`config.mk`:
```
export PLATFORM = sky130hd
export DESIGN_NAME = oh_rr_grant_sched
export DESIGN_NICKNAME = d
export VERILOG_FILES = /design/src/rtl/oh_rr_grant_sched.sv
export SDC_FILE = /design/constraint.sdc
export NUM_CORES = 1
export LEC_CHECK = 0
export ABC_AREA = 1
export CAP_MARGIN = 20
export CORE_AREA = 5 5 42 44
export CTS_BUF_LIST = sky130_fd_sc_hd__clkbuf_16
export DETAILED_ROUTE_END_ITERATION = 16
export DIE_AREA = 0 0 47 49
export PLACE_DENSITY_LB_ADDON = 0.1
export SLEW_MARGIN = 40
export SYNTH_ARGS = -nofsm -noshare
export SYNTH_HDL_FRONTEND = slang
export SYNTH_SLANG_ARGS = --single-unit
```
`constraint.sdc`:
```
create_clock -name clk -period 1.9 [get_ports clk]
set_input_delay 0.38 -clock clk [delete_from_list [all_inputs] [get_ports clk]]
set_output_delay 0.38 -clock clk [all_outputs]
set_load 0.02 [all_outputs]
```
`src/rtl/oh_rr_grant_sched.sv`:
```
// Round-robin grant scheduler: a registered one-hot grant plus its binary index, held until the consumer accepts it.
// Optional ARB_LOCK_EN adds lock_i, which re-grants the current winner for bursts.
module oh_rr_grant_sched #(
    parameter int NumReq   = 4,
    parameter int IdxWidth = $clog2(NumReq)
) (
    input  logic                clk,
    input  logic                rst,
    input  logic [NumReq-1:0]   req_i,
    output logic                gnt_valid_o,
    input  logic                gnt_ready_i,
    output logic [NumReq-1:0]   gnt_oh_o,
    output logic [IdxWidth-1:0] gnt_idx_o
`ifdef ARB_LOCK_EN
    ,
    input  logic                lock_i
`endif
);

    typedef enum logic {
        IDLE  = 1'b0,
        GRANT = 1'b1
    } state_e;

    state_e                state_q, state_d;
    logic [IdxWidth-1:0]   prio_ptr_q, prio_ptr_d;
    logic [NumReq-1:0]     gnt_oh_q, gnt_oh_d;
    logic [IdxWidth-1:0]   winner_idx;
    logic [IdxWidth-1:0]   ptr_after;
    logic [NumReq-1:0]     next_pick;
    logic                  handshake;
    logic                  lock_hold;

    // Double the request vector, with the lower copy masked below ptr, so the
    // first set bit from the bottom is the wrapped search starting at ptr.
    function automatic logic [NumReq-1:0] rr_pick(input logic [NumReq-1:0]   req,
                                                  input logic [IdxWidth-1:0] ptr);
        logic [2*NumReq-1:0] dbl;
        logic [2*NumReq-1:0] first;
        logic [NumReq-1:0]   mask;
        logic                found;
        for (int i = 0; i < NumReq; i++) begin
            mask[i] = (i >= int'(ptr));
        end
        dbl   = {req, req & mask};
        first = '0;
        found = 1'b0;
        for (int i = 0; i < 2*NumReq; i++) begin
            if (dbl[i] && !found) begin
                first[i] = 1'b1;
                found    = 1'b1;
            end
        end
        return first[NumReq-1:0] | first[2*NumReq-1:NumReq];
    endfunction

    function automatic logic [IdxWidth-1:0] oh_to_idx(input logic [NumReq-1:0] oh);
        logic [IdxWidth-1:0] idx;
        idx = '0;
        for (int i = 0; i < NumReq; i++) begin
            if (oh[i]) begin
                idx = idx | IdxWidth'(i);
            end
        end
        return idx;
    endfunction

    assign winner_idx = oh_to_idx(gnt_oh_q);
    assign handshake  = (state_q == GRANT) && gnt_ready_i;
    assign ptr_after  = (winner_idx == IdxWidth'(NumReq - 1)) ? '0 : winner_idx + 1'b1;
    assign next_pick  = rr_pick(req_i & ~gnt_oh_q, ptr_after);

`ifdef ARB_LOCK_EN
    // A lock only holds while the winner is still requesting.
    assign lock_hold = lock_i && |(req_i & gnt_oh_q);
`else
    assign lock_hold = 1'b0;
`endif

    // NOTE: sequential state uses non-blocking assignments so every register
    // samples the pre-edge values regardless of statement order.
    always_ff @(posedge clk or posedge rst) begin
        if (rst) begin
            state_q    <= IDLE;
            prio_ptr_q <= '0;
            gnt_oh_q   <= '0;
        end else begin
            state_q    <= state_d;
            prio_ptr_q <= prio_ptr_d;
            gnt_oh_q   <= gnt_oh_d;
        end
    end

    // NOTE: every target gets a default before the case so no path infers a latch.
    always_comb begin
        state_d    = state_q;
        prio_ptr_d = prio_ptr_q;
        gnt_oh_d   = gnt_oh_q;
        unique case (state_q)
            IDLE: begin
                if (|req_i) begin
                    state_d  = GRANT;
                    gnt_oh_d = rr_pick(req_i, prio_ptr_q);
                end
            end
            GRANT: begin
                if (handshake && !lock_hold) begin
                    prio_ptr_d = ptr_after;
                    if (|next_pick) begin
                        gnt_oh_d = next_pick;
                    end else begin
                        state_d  = IDLE;
                        gnt_oh_d = '0;
                    end
                end
            end
            default: begin
                state_d  = IDLE;
                gnt_oh_d = '0;
            end
        endcase
    end

    always_comb begin
        gnt_valid_o = (state_q == GRANT);
        gnt_oh_o    = gnt_oh_q;
        gnt_idx_o   = winner_idx;
    end

endmodule
```
# Word level (Yosys, flattened, before mapping)
# Index checks and enable logic that the tools add are counted.
[totals]
output_inout_bits = 7
wordCells = 121
ff_bits = 7
[op_classes]
addsub = 1
order_cmp = 6
eq_ne = 3
n_reduce_logical = 33
mux = 68
bitwise_logic = 7
[op_table]
columns = ["operator", "count"]
rows = [
  ["2-to-1 mux 1 bit", 60],
  ["logical AND 1 bit", 15],
  ["zero test 1 bit", 14],
  ["AND 4 bit", 3],
  ["2-to-1 mux 4 bit", 3],
  [">= comparator 1 x 2 -> 1 bit (first input constant)", 4],
  ["OR 4 bit", 2],
  ["case mux 4 bit (2 select lines)", 1],
  ["OR reduction 4 bit", 2],
  ["2-to-1 mux 2 bit", 3],
  [">= comparator 2 bit (first input constant)", 2],
  ["inverter 4 bit", 1],
  ["AND reduction 2 bit", 2],
  ["adder 2 x 1 -> 2 bit (second input constant)", 1],
  ["equality test 2 bit (second input constant)", 1],
  ["!= test 2 x 1 -> 1 bit (second input constant)", 1],
  ["!= test 2 bit (second input constant)", 1],
  ["case mux 1 bit (2 select lines)", 1],
  ["inverter 1 bit", 1],
]

# Longest topological paths before layout
# Gate-level depths: netlist of the first run.
[logic_depth]
depth_word = 43
ltp_mapped = 11

# Worst setup path after synthesis of the first run
# OpenSTA, ideal clock, no wires.
[synth_path]
kind = "register to register"
from = "register gnt_oh_q[3] (netlist: gnt_oh_o[3])"
to = "register state_q (netlist: gnt_valid_o)"
slack_ns = 0.308
arrival_time_ns = 1.473
path_buffers = 0
stages_incl_launch_ff = 11
required_time_ns = 1.780
setup_ns = 0.120
synth_period_minus_slack_ns = 1.592
cell_sequence = "dfrtp_1 -> inv_1 -> nand2_1 -> ha_1 -> inv_1 -> nand3_1 -> nand3_1 -> nor2_2 -> nand3_1 -> o21ai_0 -> inv_1"
[synth_via]
elab_chain_len = 32
word_cells_on_any_way = 43
classes_between = "1 x add/sub; 3 x order compare; 1 x eq/ne; 19 x mux; 4 x bitwise; 15 x reduce/logical"
[synth_rtl]
columns = ["item", "line", "text"]
rows = [
  ["start, declared", "27", "logic [NumReq-1:0] gnt_oh_q, gnt_oh_d;"],
  ["start signal, assigned", "90", "gnt_oh_q <= gnt_oh_d;"],
  ["2-to-1 mux 2 bit *", "61", "if (oh[i]) begin"],
  ["adder 2 x 1 -> 2 bit / equality test 2 bit (equally long branches)", "70", "assign ptr_after = (winner_idx == IdxWidth'(NumReq - 1)) ? '0 : winner_idx + 1'b1;"],
  ["2-to-1 mux 2 bit *", "70", ""],
  ["via ptr_after[1]", "29", "logic [IdxWidth-1:0] ptr_after;"],
  [">= comparator 1 x 2 -> 1 bit", "43", "mask[i] = (i >= int'(ptr));"],
  ["AND 4 bit *", "45", "dbl = {req, req & mask};"],
  ["2-to-1 mux 1 bit", "49", "if (dbl[i] && !found) begin"],
  ["zero test 1 bit", "49", ""],
  ["[... 18 more ...]", "--", ""],
  ["logical AND 1 bit", "49", ""],
  ["2-to-1 mux 1 bit", "49", ""],
  ["OR 4 bit *", "54", "return first[NumReq-1:0] | first[2*NumReq-1:NumReq];"],
  ["OR reduction 4 bit *", "109", "if (|next_pick) begin"],
  ["2-to-1 mux 1 bit *", "109", ""],
  ["2-to-1 mux 1 bit *", "107", "if (handshake && !lock_hold) begin"],
  ["case mux 1 bit (2 select lines) *", "99", "unique case (state_q)"],
  ["via state_d", "25", "state_e state_q, state_d;"],
  ["end signal, assigned", "88", "state_q <= state_d;"],
  ["end, declared", "25", ""],
]
# The timed path passes the listed nets; every way through them passes the cells marked *.
# A chain may end at the register's enable or synchronous reset.

# Worst setup path after layout of the first run
[layout_path]
from = "register gnt_oh_q[3] (netlist: gnt_oh_o[3])"
to = "output gnt_idx_o[1]"
[layout_via]
elab_chain_len = 1
[layout_rtl]
columns = ["item", "line", "text"]
rows = [
  ["2-to-1 mux 2 bit", "61", ""],
  ["end, declared", "13", "output logic [IdxWidth-1:0] gnt_idx_o"],
]
# No other way between the ends.

==> results of run 1 <==
-- worst max-delay path, cell delays in order, from the launching register on --
cell             delay (ns)
dfrtp_1                0.40
inv_1                  0.10
nand2_1                0.06
clkdlybuf4s50_1        0.60
-- state kept, by name, indices dropped and copies added (netlist names) --
name         cells
prio_ptr_q       2
gnt_oh_o         4
gnt_valid_o      1
-- final timing paths --
kind	end	slack [ns]	cells past startpoint	startpoint
setup / recovery	gnt_idx_o[1]	0.13	3	gnt_oh_o[3]
hold / removal	prio_ptr_q[0]	0.39	2	rst
setup reg to reg	gnt_valid_o	0.25	10	gnt_oh_o[3]
hold reg to reg	gnt_oh_o[2]	0.51	2	gnt_oh_o[2]
max in group asynchronous	gnt_oh_o[3]	1.30	2	rst
min in group clk	gnt_oh_o[2]	0.51	2	gnt_oh_o[2]
-- cell usage after synthesis --
library cell  number
a21oi_1            1
a31oi_1            1
dfrtp_1            7
ha_1               1
inv_1             15
inv_2              1
nand2_1           23
nand2_2            1
nand3_1           16
nand3_2            1
nand3b_1           2
nand4_1            1
nor2_1             6
nor2_2             1
nor3_2             1
o21a_2             1
o21ai_0            4
-- final cells by class --
cell class / instances / area, um^2
Clock inverter: 1 / 3.75
Inverter: 16 / 60.1
Fill cell: 134 / 627
Tap cell: 16 / 20.0
Multi-Input combinational cell: 60 / 295
Timing Repair Buffer: 15 / 145
Clock buffer: 3 / 75.1
Sequential cell: 7 / 175
-- routing by layer --
layer	wire [um]	global-route usage (%)	part of all wire, %
met3	109	5.54	7.3
met4	25	6.45	1.7
met1	685	18.5	46
met5	0	0	0
met2	663	20.4	45
-- kinds of logic (layout without fill, tap and decap cells) --
kind of cell / Yosys count / after routing
compound gates: 7 / 7
fa+ha+maj: 1 / 1
simple gates: 52 / 52
buf+inv: 16 / 35
flops: 7 / 7
-- per-stage QoR --
step	area [um^2]	power (mW)	util [%]	worst slack [ns]
floorplan	531	0.606	-	0.308
global placement	696	0.814	49.6	0.119
detailed placement	696	0.821	49.6	0.120
CTS	774	1.18	55.3	0.119
global route	774	1.26	55.3	0.0627
finish	774	1.18	55.3	0.130
-- power breakdown --
| part | switching (mW) | internal (mW) |
|---|---|---|
| sequential | 0.0496 | 0.206 |
| combinational | 0.333 | 0.231 |
| clock | 0.0829 | 0.274 |
| total | 0.465 | 0.711 |
==> results.toml, run 1 <==
[status]
outcome = "finished clean"

[worst_hold_path]
hold_path.class = "in2async"

[logic_synthesis]
synth_cells = 83
yosysWarningCount = 0
yosys.area_share.simple_pct = 45.8
synthTopCellsByArea = "dfrtp_1, nand2_1, nand3_1"
yosysTopAreaCell = "dfrtp_1"
synth_compound_area_share_pct = 7.55
synth_seq_area_share_pct = 33.0
synth_xor_area_share_pct = 0
synth_seq_cells = 7
synth.area.mux_share_pct = 0
synthAdderAreaFrac_pct = 2.36
synth.distinct_cells = 17
synth_top_family_by_area = "simple AND/OR/NAND/NOR gates"
synth_top_area_share_pct = 33.0
syn_area_per_cell_um2 = 6.39
syn-num-nets = 91
synth.cell_area_um2 = 531

[clocking]
cts_buffers = 3
postCtsHoldBufs = 0
clk_pin_slew_worst_paths_ns = 0.04
post_cts_resized = 0
clockBufferDepth = 2
cts_tree = "done"
post_cts_buffers = 0
cts_root_buf = "clkbuf_16"
htree_levels = 1
clk_latency_ns = 0.23
clkSinkCount = 7

[pwr]
max-vdd-ir-drop_mv = 0.724
powerDensity_nw_per_um2 = 1520
leakage_nw = 0.403

[placement]
place_hpwl_um = 1170
place.gp.congestion = 0.843
io_buffers = 13
dp.cells = 114

[setup_path]
worst_setup_path_start_kind = "register"
cp_max_fo = 4
arrival_ns = 1.39
required_ns = 1.52
end_kind = "output pin"
path_class = "reg2out"

[routing]
wl_um = 1480
drcViolationCount = 0
num_vias = 587
drt_iter0_markers = 22
routedWlPerCell_um = 12.6
ant_nets = 0
drt_pre_antenna_iters = 4
routed_via_density = 4.97

[grt]
grt_pass1_wl_um = 2360
antenna_found_initial = 0
grt_max_degree = 8
gr-total-overflow = 0
grt_pass1_vias = 574
grtUsageTotal_pct = 14.3

[timing]
whs_ns = 0.386
relSlewSlack_pct = 79.9
period_needed_ns = 1.77
clock.fmax_ghz = 0.565
period_share_pct = 93.1
rsz0062_at_grt = "false"
tightest_slew_ns = 0.301
finalHoldViolations = 0
finalSetupViolations = 0
fin_setup_tns_ns = 0
skew_ns = 0.00193
drv_slew = 0

[final_layout]
layout-drive-gt1-share_pct = 10.8
final_cells = 118
nets = 111
syn_to_final_growth_pct = 46.0
antenna_cells = 0
final_common_cell = "nand2_1"
layout_common_cells = "nand2_1, inv_1, nand3_1, clkdlybuf4s50_1, dfrtp_1"

[floorplan]
pin_count = 14
die_area_um2 = 2300
core_um2 = 1400
initial_utilization_pct = 37.9
placementRows = 14
die_h_um = 49
die_w_um = 47

[flow_run]
maxCapViolCount = 0
Power figures use the tool's default switching activity.
==> run 2: changes to the inputs <==
--- a/config.mk
+++ b/config.mk
@@ -6,12 +6,11 @@
 export NUM_CORES = 1
 export LEC_CHECK = 0
 export ABC_AREA = 1
-export CAP_MARGIN = 20
 export CORE_AREA = 5 5 42 44
 export CTS_BUF_LIST = sky130_fd_sc_hd__clkbuf_16
 export DETAILED_ROUTE_END_ITERATION = 16
 export DIE_AREA = 0 0 47 49
-export PLACE_DENSITY_LB_ADDON = 0.1
+export PLACE_DENSITY = 0.68
 export SLEW_MARGIN = 40
 export SYNTH_ARGS = -nofsm -noshare
 export SYNTH_HDL_FRONTEND = slang
==> results.toml, run 2 (same netlist as run 1, synthesis figures left out) <==
[status]
outcome = "finished clean"

[floorplan]
initial_utilization_pct = 37.9
core_um2 = 1400
pin_count = 14
die_h_um = 49
die_w_um = 47
die_area_um2 = 2300
placementRows = 14

[clocking]
postCtsHoldBufs = 0
htree_levels = 1
clk_pin_slew_worst_paths_ns = 0.04
cts_buffers = 3
clk_latency_ns = 0.23
clkSinkCount = 7
post_cts_resized = 0
cts_tree = "done"
post_cts_buffers = 0
cts_root_buf = "clkbuf_16"
clockBufferDepth = 2

[routing]
drcViolationCount = 0
routed_via_density = 5.16
num_vias = 609
drt_iter0_markers = 22
ant_nets = 0
routedWlPerCell_um = 12.4
drt_pre_antenna_iters = 4
wl_um = 1470

[timing]
skew_ns = 0.000367
rsz0062_at_grt = "false"
period_share_pct = 93.0
fin_setup_tns_ns = 0
tightest_slew_ns = 0.311
finalSetupViolations = 0
relSlewSlack_pct = 79.3
drv_slew = 0
period_needed_ns = 1.77
finalHoldViolations = 0
clock.fmax_ghz = 0.566

[final_layout]
syn_to_final_growth_pct = 46.0
post-route-util_pct = 55.3
layout_common_cells = "nand2_1, inv_1, nand3_1, clkdlybuf4s50_1, dfrtp_1"
antenna_cells = 0
largest_register_ffs = 4
final_cells = 118
layout-drive-gt1-share_pct = 10.8
nets = 111
final_common_cell = "nand2_1"

[placement]
dp.cells = 114
io_buffers = 13
place.gp.congestion = 0.859
place_hpwl_um = 1100

[grt]
grt_pass1_wl_um = 2350
gr-total-overflow = 0
grt_max_degree = 8
antenna_found_initial = 0
grtUsageTotal_pct = 14.3
grt_pass1_vias = 574

[setup_path]
path_class = "reg2out"
end_kind = "output pin"
required_ns = 1.52
arrival_ns = 1.39
worst_setup_path_start_kind = "register"
cp_max_fo = 4

[worst_hold_path]
hold_path.class = "in2async"

[flow_run]
maxCapViolCount = 0

[pwr]
leakage_nw = 0.403
max-vdd-ir-drop_mv = 1.00
powerDensity_nw_per_um2 = 1520
[run 2: per-stage QoR]
step / instance area [um^2] / total power, mW / worst slack, ns / hold slack, ns
2_1_floorplan: 531 / 0.606 / 0.308 / 0.183
3_3_place_gp: 696 / 0.810 / 0.135 / 0.494
3_5_place_dp: 696 / 0.813 / 0.136 / 0.495
4_1_cts: 774 / 1.18 / 0.122 / 0.402
5_1_grt: 774 / 1.25 / 0.0579 / 0.431
6_report: 774 / 1.18 / 0.133 / 0.390
[run 2: worst max-delay path, stage by stage, from the launching register on]
cell             delay, ns
dfrtp_1               0.39
inv_1                 0.10
nand2_1               0.06
clkdlybuf4s50_1       0.60
[run 2: where the power goes]
group          leakage [nW]  internal [mW]  switching (mW)
combinational         0.276          0.232           0.336
clock                0.0423          0.274          0.0799
sequential           0.0846          0.206          0.0477
total                 0.403          0.712           0.464
[run 2: layout make-up]
class                   count  area (um^2)
multi-input cells          60          295
inverters                  16         60.1
flip-flops and latches      7          175
clock inverters             1         3.75
fillers                   143          627
repair buffers             15          145
well taps                  16         20.0
clock buffers               3         75.1
[run 2: worst paths after layout]
path,endpoint,cells past startpoint,slack (ns),startpoint
max,gnt_idx_o[0],3,0.13,gnt_oh_o[3]
min,gnt_oh_o[2],2,0.39,rst
max reg2reg,gnt_valid_o,10,0.24,gnt_oh_o[1]
min reg2reg,gnt_oh_o[2],2,0.50,gnt_oh_o[2]
max in group asynchronous,prio_ptr_q[1],2,1.29,rst
min in group clk,gnt_oh_o[2],2,0.50,gnt_oh_o[2]
[run 2: routing by layer]
| layer | up-vias | part of all wire [%] | global-route usage, % |
|---|---|---|---|
| li1 | 303 | - | - |
| met1 | 275 | 42 | 17.9 |
| met2 | 27 | 47 | 20.4 |
| met3 | 4 | 7.5 | 2.95 |
| met4 | 0 | 3.2 | 11.1 |
| met5 | - | 0 | 0 |
